**src/rtl/neonfox_mem_pkg.sv**
```systemverilog
// ----------------------------------------------------------------------------
// neonfox_mem_pkg
// Types and defaults shared by the cache controllers, the cache/memory arbiter
// and the SDRAM controller.
//   MEM_ADDR_W / MEM_DATA_W : default word-address and data widths
//   STARVE_W                : width of the arbiter's instruction-starvation counter
//   arb_state_t             : arbiter FSM states
//   starve_next()           : next value of the starvation counter on a D grant
// ----------------------------------------------------------------------------
package neonfox_mem_pkg;

    localparam int MEM_ADDR_W = 24;
    localparam int MEM_DATA_W = 16;
    localparam int STARVE_W   = 3;

    typedef enum logic [2:0] {
        ARB_IDLE   = 3'd0,
        ARB_REQ_I  = 3'd1,
        ARB_XFER_I = 3'd2,
        ARB_REQ_D  = 3'd3,
        ARB_XFER_D = 3'd4
    } arb_state_t;

    // A D grant made while an I refill waits counts against the I side,
    // saturating at the limit; a D grant with nobody waiting clears the count.
    function automatic logic [STARVE_W-1:0] starve_next(
        input logic [STARVE_W-1:0] cnt,
        input logic [STARVE_W-1:0] limit,
        input logic                i_waiting
    );
        logic [STARVE_W-1:0] nxt;
        if (!i_waiting) begin
            nxt = 3'd0;
        end else if (cnt >= limit) begin
            nxt = limit;
        end else begin
            nxt = cnt + 3'd1;
        end
        return nxt;
    endfunction

endpackage

```
**src/rtl/cache_mem_arbiter.sv**
```systemverilog
// ----------------------------------------------------------------------------
// cache_mem_arbiter
// Shares the single SDRAM controller port between the I-cache refill engine
// and the D-cache refill/write-back engine. D has priority; an I refill that
// has been passed over STARVE_MAX times in a row wins the next arbitration.
// Ports:
//   clk, rst                       : clock, synchronous active-high reset
//   i_req, i_addr                  : I-cache line read request
//   i_rvalid, i_done               : read word strobe / end of I transaction
//   d_req, d_wren, d_addr, d_wdata : D-cache line read or write-back request
//   d_rvalid, d_wnext, d_done      : read strobe / write word consumed / end
//   mem_req, mem_wren, mem_addr, mem_wdata : request toward SDRAM controller
//   mem_ack, mem_rvalid, mem_wnext, mem_done, mem_rdata : controller replies
//   busy                           : arbiter not idle (debug/perf)
// mem_rdata is wired straight to both caches outside this block.
// ----------------------------------------------------------------------------
module cache_mem_arbiter
    import neonfox_mem_pkg::*;
#(
    parameter int ADDR_W     = MEM_ADDR_W,
    parameter int DATA_W     = MEM_DATA_W,
    parameter int STARVE_MAX = 2
) (
    input  logic              clk,
    input  logic              rst,
    input  logic              i_req,
    input  logic [ADDR_W-1:0] i_addr,
    output logic              i_rvalid,
    output logic              i_done,
    input  logic              d_req,
    input  logic              d_wren,
    input  logic [ADDR_W-1:0] d_addr,
    input  logic [DATA_W-1:0] d_wdata,
    output logic              d_rvalid,
    output logic              d_wnext,
    output logic              d_done,
    output logic              mem_req,
    output logic              mem_wren,
    output logic [ADDR_W-1:0] mem_addr,
    output logic [DATA_W-1:0] mem_wdata,
    input  logic              mem_ack,
    input  logic              mem_rvalid,
    input  logic              mem_wnext,
    input  logic              mem_done,
    input  logic [DATA_W-1:0] mem_rdata,
    output logic              busy
);

    localparam logic [STARVE_W-1:0] STARVE_LIM = STARVE_W'(STARVE_MAX);

    arb_state_t          state;
    logic [STARVE_W-1:0] starve_cnt;
    logic                grant_i;
    logic                grant_d;
    logic                xfer_i;
    logic                xfer_d;
    logic                d_side;
    logic                unused_rdata;

    // Arbitration decision, only acted upon while the FSM is idle.
    always_comb begin
        grant_i = 1'b0;
        grant_d = 1'b0;
        if (i_req && d_req) begin
            if (starve_cnt == STARVE_LIM) begin
                grant_i = 1'b1;
            end else begin
                grant_d = 1'b1;
            end
        end else if (i_req) begin
            grant_i = 1'b1;
        end else if (d_req) begin
            grant_d = 1'b1;
        end else begin
            grant_i = 1'b0;
            grant_d = 1'b0;
        end
    end

    // Arbiter FSM with the starvation counter and registered request outputs.
    // Address and write enable are captured at grant time; the requester holds
    // them stable until done, so the captured copy equals the live input.
    always_ff @(posedge clk) begin
        if (rst) begin
            state      <= ARB_IDLE;
            starve_cnt <= 3'd0;
            mem_req    <= 1'b0;
            mem_wren   <= 1'b0;
            mem_addr   <= '0;
            busy       <= 1'b0;
        end else begin
            case (state)
                ARB_IDLE: begin
                    if (grant_i) begin
                        state      <= ARB_REQ_I;
                        starve_cnt <= 3'd0;
                        mem_req    <= 1'b1;
                        mem_wren   <= 1'b0;
                        mem_addr   <= i_addr;
                        busy       <= 1'b1;
                    end else if (grant_d) begin
                        state      <= ARB_REQ_D;
                        starve_cnt <= starve_next(starve_cnt, STARVE_LIM, i_req);
                        mem_req    <= 1'b1;
                        mem_wren   <= d_wren;
                        mem_addr   <= d_addr;
                        busy       <= 1'b1;
                    end else begin
                        state <= ARB_IDLE;
                    end
                end
                ARB_REQ_I: begin
                    if (mem_ack) begin
                        state   <= ARB_XFER_I;
                        mem_req <= 1'b0;
                    end else begin
                        state <= ARB_REQ_I;
                    end
                end
                ARB_REQ_D: begin
                    if (mem_ack) begin
                        state   <= ARB_XFER_D;
                        mem_req <= 1'b0;
                    end else begin
                        state <= ARB_REQ_D;
                    end
                end
                ARB_XFER_I, ARB_XFER_D: begin
                    if (mem_done) begin
                        state    <= ARB_IDLE;
                        mem_wren <= 1'b0;
                        mem_addr <= '0;
                        busy     <= 1'b0;
                    end else begin
                        state <= state;
                    end
                end
                default: begin
                    state      <= ARB_IDLE;
                    starve_cnt <= 3'd0;
                    mem_req    <= 1'b0;
                    mem_wren   <= 1'b0;
                    mem_addr   <= '0;
                    busy       <= 1'b0;
                end
            endcase
        end
    end

    // Strobes pass through only in the granted side's XFER state, so anything
    // the controller raises while idle or still requesting is dropped.
    assign xfer_i   = (state == ARB_XFER_I);
    assign xfer_d   = (state == ARB_XFER_D);
    assign d_side   = (state == ARB_REQ_D) || (state == ARB_XFER_D);

    assign i_rvalid = xfer_i & mem_rvalid;
    assign i_done   = xfer_i & mem_done;
    assign d_rvalid = xfer_d & mem_rvalid;
    assign d_wnext  = xfer_d & mem_wnext;
    assign d_done   = xfer_d & mem_done;

    // Write data is live from the D-cache so it follows each d_wnext advance.
    assign mem_wdata = d_side ? d_wdata : '0;

    // Read data reaches the caches directly; referenced here only to tie the port.
    assign unused_rdata = ^mem_rdata;

endmodule

```
**config.mk**
```make
export PLATFORM = sky130hd
export DESIGN_NAME = cache_mem_arbiter
export DESIGN_NICKNAME = d
export VERILOG_FILES = /design/src/rtl/neonfox_mem_pkg.sv /design/src/rtl/cache_mem_arbiter.sv
export SDC_FILE = /design/constraint.sdc
export NUM_CORES = 1
export LEC_CHECK = 0
export BUFFER_PORTS_ARGS = -buffer_cell sky130_fd_sc_hd__clkbuf_2
export CAP_MARGIN = 25
export CORE_MARGIN = 8
export CORE_UTILIZATION = 34
export CTS_CLUSTER_SIZE = 40
export DETAILED_ROUTE_END_ITERATION = 8
export PLACE_DENSITY = 0.76
export SLEW_MARGIN = 20
export SYNTH_ARGS = -nofsm -noshare
export SYNTH_HDL_FRONTEND = slang
export SYNTH_SLANG_ARGS = --single-unit
export TNS_END_PERCENT = 20
```
**constraint.sdc**
```tcl
create_clock -name clk -period 1.6 [get_ports clk]
set_clock_uncertainty 0.05 [all_clocks]
set_input_delay 0.08 -clock clk [delete_from_list [all_inputs] [get_ports clk]]
set_output_delay 0.08 -clock clk [all_outputs]
set_load 0.01 [all_outputs]
```
==> results.json <==
{
  "syn_avg_cell_area_sq_um": 9.55,
  "final_common_cell": "clkbuf_2",
  "synth_fa_ha_area_share_pct": 1.57,
  "min_period_ns": 1.55,
  "max_slew_margin_pct": 77.7,
  "hold_violations": 0,
  "wl_per_cell_um": 14.9,
  "start_util_pct": 34.4,
  "synthSimpleGateAreaFrac_pct": 17.6,
  "rows": 25,
  "dpl.hpwl_um": 4150,
  "period_share_pct": 96.9,
  "synth_cell_type_count": 38,
  "power.total_mw": 2.36,
  "ioPinCount": 137,
  "portBuffers": 120,
  "fin_nets": 386,
  "die_area_sq_um": 7140,
  "syn_inst": 167,
  "synthXorXnorAreaFrac_pct": 0.549,
  "grt_pass1_wl_um": 8130,
  "critPathKind": "flip-flop to flip-flop",
  "critPathLaunchType": "flip-flop",
  "die_h_um": 84.5,
  "grt_max_degree": 27,
  "drt_iter0_drc": 104,
  "num_antenna_cells": 0,
  "required_ns": 1.76,
  "drt_pass1_iterations": 4,
  "clock_latency_ns": 0.27,
  "clk_pin_slew_worst_paths_ns": 0.06,
  "cts_buffers": 5,
  "dp_worst_setup_slack_ns": 0.0186,
  "cts-root-buf": "clkbuf_8",
  "rsz0062_at_grt": "true",
  "vias_per_cell": 5.04,
  "vias": 1764,
  "holdCritPathClass": "input pin to flip-flop",
  "leakagePower_nw": 1.24,
  "ir_worst_vdd_v": 0.000545,
  "holdWs_ns": 0.0326,
  "synth_top_family_by_area": "compound AO/OA/AOI/OAI gates",
  "worstSetupEndpointType": "flip-flop",
  "cts_max_path_buffers": 2,
  "ant_nets": 0,
  "crit_path_max_fanout": 10,
  "setup_ws_ns": 0.0493,
  "synth.area.mux_share_pct": 0,
  "worstMarginPinSlew_ns": 0.334,
  "status": "complete, no violations",
  "crit_arrival_ns": 1.71,
  "power_density_nw_per_um2": 929,
  "syn_area_sq_um": 1590,
  "grt_use_total_pct": 13.7,
  "cts_sinks": 33,
  "antenna_found_initial": 0,
  "synth_seq_cells": 33,
  "drt-total-wl_um": 5210,
  "dp.cells": 338,
  "grt_overflow": 0,
  "grt_pass1_vias": 1761,
  "fin_util_pct": 54.9,
  "fin_cells": 350,
  "ys_warn_count": 0,
  "setup_violations": 0,
  "nFillCells": 450,
  "post-route-drc-count": 0,
  "maxCapViolCount": 0,
  "ctsHtreeMaxLevel": 2,
  "syn2layout_area_growth_pct": 59.4,
  "synth_compound_area_share_pct": 32.7,
  "clock.fmax_mhz": 645,
  "finalMaxSlewViolations": 0,
  "cts_tree": "yes",
  "syn_nets": 258,
  "ys_seq_area_share_pct": 41.4,
  "core-area_sq_um": 4630,
  "layout_common_cells": "clkbuf_2, dfxtp_1, o2bb2ai_1",
  "die_width_um": 84.5,
  "drive_above_1_share_pct": 54.1,
  "place_congestion": 0.808
}
==> kinds of logic after synthesis <==
family | after synthesis
flops | 33
xor+xnor | 1
buf+inv | 19
compound gates | 67
fa+ha+maj | 2
simple gates | 45
==> synth_stat cells (all sizes together) <==
| library cell | number | area (sq um) |
|---|---|---|
| a22oi | 24 | 180 |
| nor2 | 8 | 30.0 |
| nand2b | 2 | 12.5 |
| or3 | 1 | 6.26 |
| a31oi | 1 | 6.26 |
| clkbuf | 6 | 22.5 |
| nor3b | 1 | 7.51 |
| o22ai | 1 | 6.26 |
| xnor2 | 1 | 8.76 |
| or2 | 1 | 6.26 |
| nand2 | 3 | 11.3 |
| o2bb2ai | 25 | 219 |
| nand3 | 3 | 15.0 |
| a21oi | 6 | 33.8 |
| o21bai | 1 | 7.51 |
| or4 | 1 | 11.3 |
| o21ai | 3 | 18.8 |
| a32o | 1 | 10.0 |
| nor4 | 1 | 21.3 |
| nor4b | 1 | 15.0 |
| o21a | 1 | 7.51 |
| and2 | 16 | 100 |
| a22o | 1 | 8.76 |
| and3 | 5 | 31.3 |
| a2111oi | 1 | 8.76 |
| o31ai | 1 | 7.51 |
| a211oi | 1 | 7.51 |
| inv | 5 | 18.8 |
| ha | 2 | 25.0 |
| buf | 8 | 56.3 |
| dfxtp | 33 | 661 |
| nor2b | 2 | 12.5 |
==> timing repair <==
| action | in CTS | in global routing |
|---|---|---|
| cloned | 0 | 1 |
| gates resized for setup | 7 | 12 |
| hold buffers | 1 | 0 |
| setup endpoints to repair | 17 | 34 |
| endpoints found under the hold margin | 1 | 0 |
| buffers inserted | 0 | 2 |
| pin swaps | 1 | 2 |
==> cell type report <==
type | instances | area (sq um) | share of cell area (%)
Multi-Input combinational cell | 116 | 917 | 36.1
Timing Repair Buffer | 134 | 749 | 29.5
Sequential cell | 33 | 672 | 26.4
Clock buffer | 7 | 86.3 | 3.40
Tap cell | 54 | 67.6 | 2.66
Clock inverter | 1 | 30.0 | 1.18
Inverter | 5 | 18.8 | 0.739
==> final timing paths <==
check	start	endpoint	slack [ns]	cells past startpoint
setup / recovery	state[0]	starve_cnt[0]	0.05	4
hold / removal	rst	mem_req	0.03	2
setup reg to reg	state[0]	starve_cnt[0]	0.05	4
hold reg to reg	mem_addr[1]	mem_addr[1]	0.41	1
==> state kept, by name, indices dropped and copies added, names as in the netlist <==
register,cells
mem_wren,1
mem_req,1
state,3
starve_cnt,3
busy,1
mem_addr,24
==> layer usage <==
layer	up-vias	GRT usage (%)	share of wire, %
met5	-	0	0
met4	0	4.85	1.2
met3	7	4.39	6.2
met2	52	26.2	55
met1	811	13.3	38
li1	894	-	-
==> worst max-delay path, cell delays in order, from the launching register on <==
cell and delay (ns):
dfxtp_4 0.38, or4_4 0.58, nor4_4 0.26, nand2b_1 0.11, o21ai_2 0.10
==> report_power, final <==
part | switching, mW | internal [mW] | leakage [nW] | total [mW]
Sequential | 0.0592 | 0.908 | 0.273 | 0.967
Combinational | 0.312 | 0.299 | 0.913 | 0.610
Clock | 0.277 | 0.507 | 0.0585 | 0.784
==> stage by stage <==
stage                     setup TNS (ns)  area (sq um)
after floorplan                        0          1610
after global placement                 0          2320
after detailed placement               0          2320
after CTS                       -0.00181          2460
after global routing             -0.0877          2540
final                                  0          2540
No activity file was read; power rests on OpenSTA's default activity.
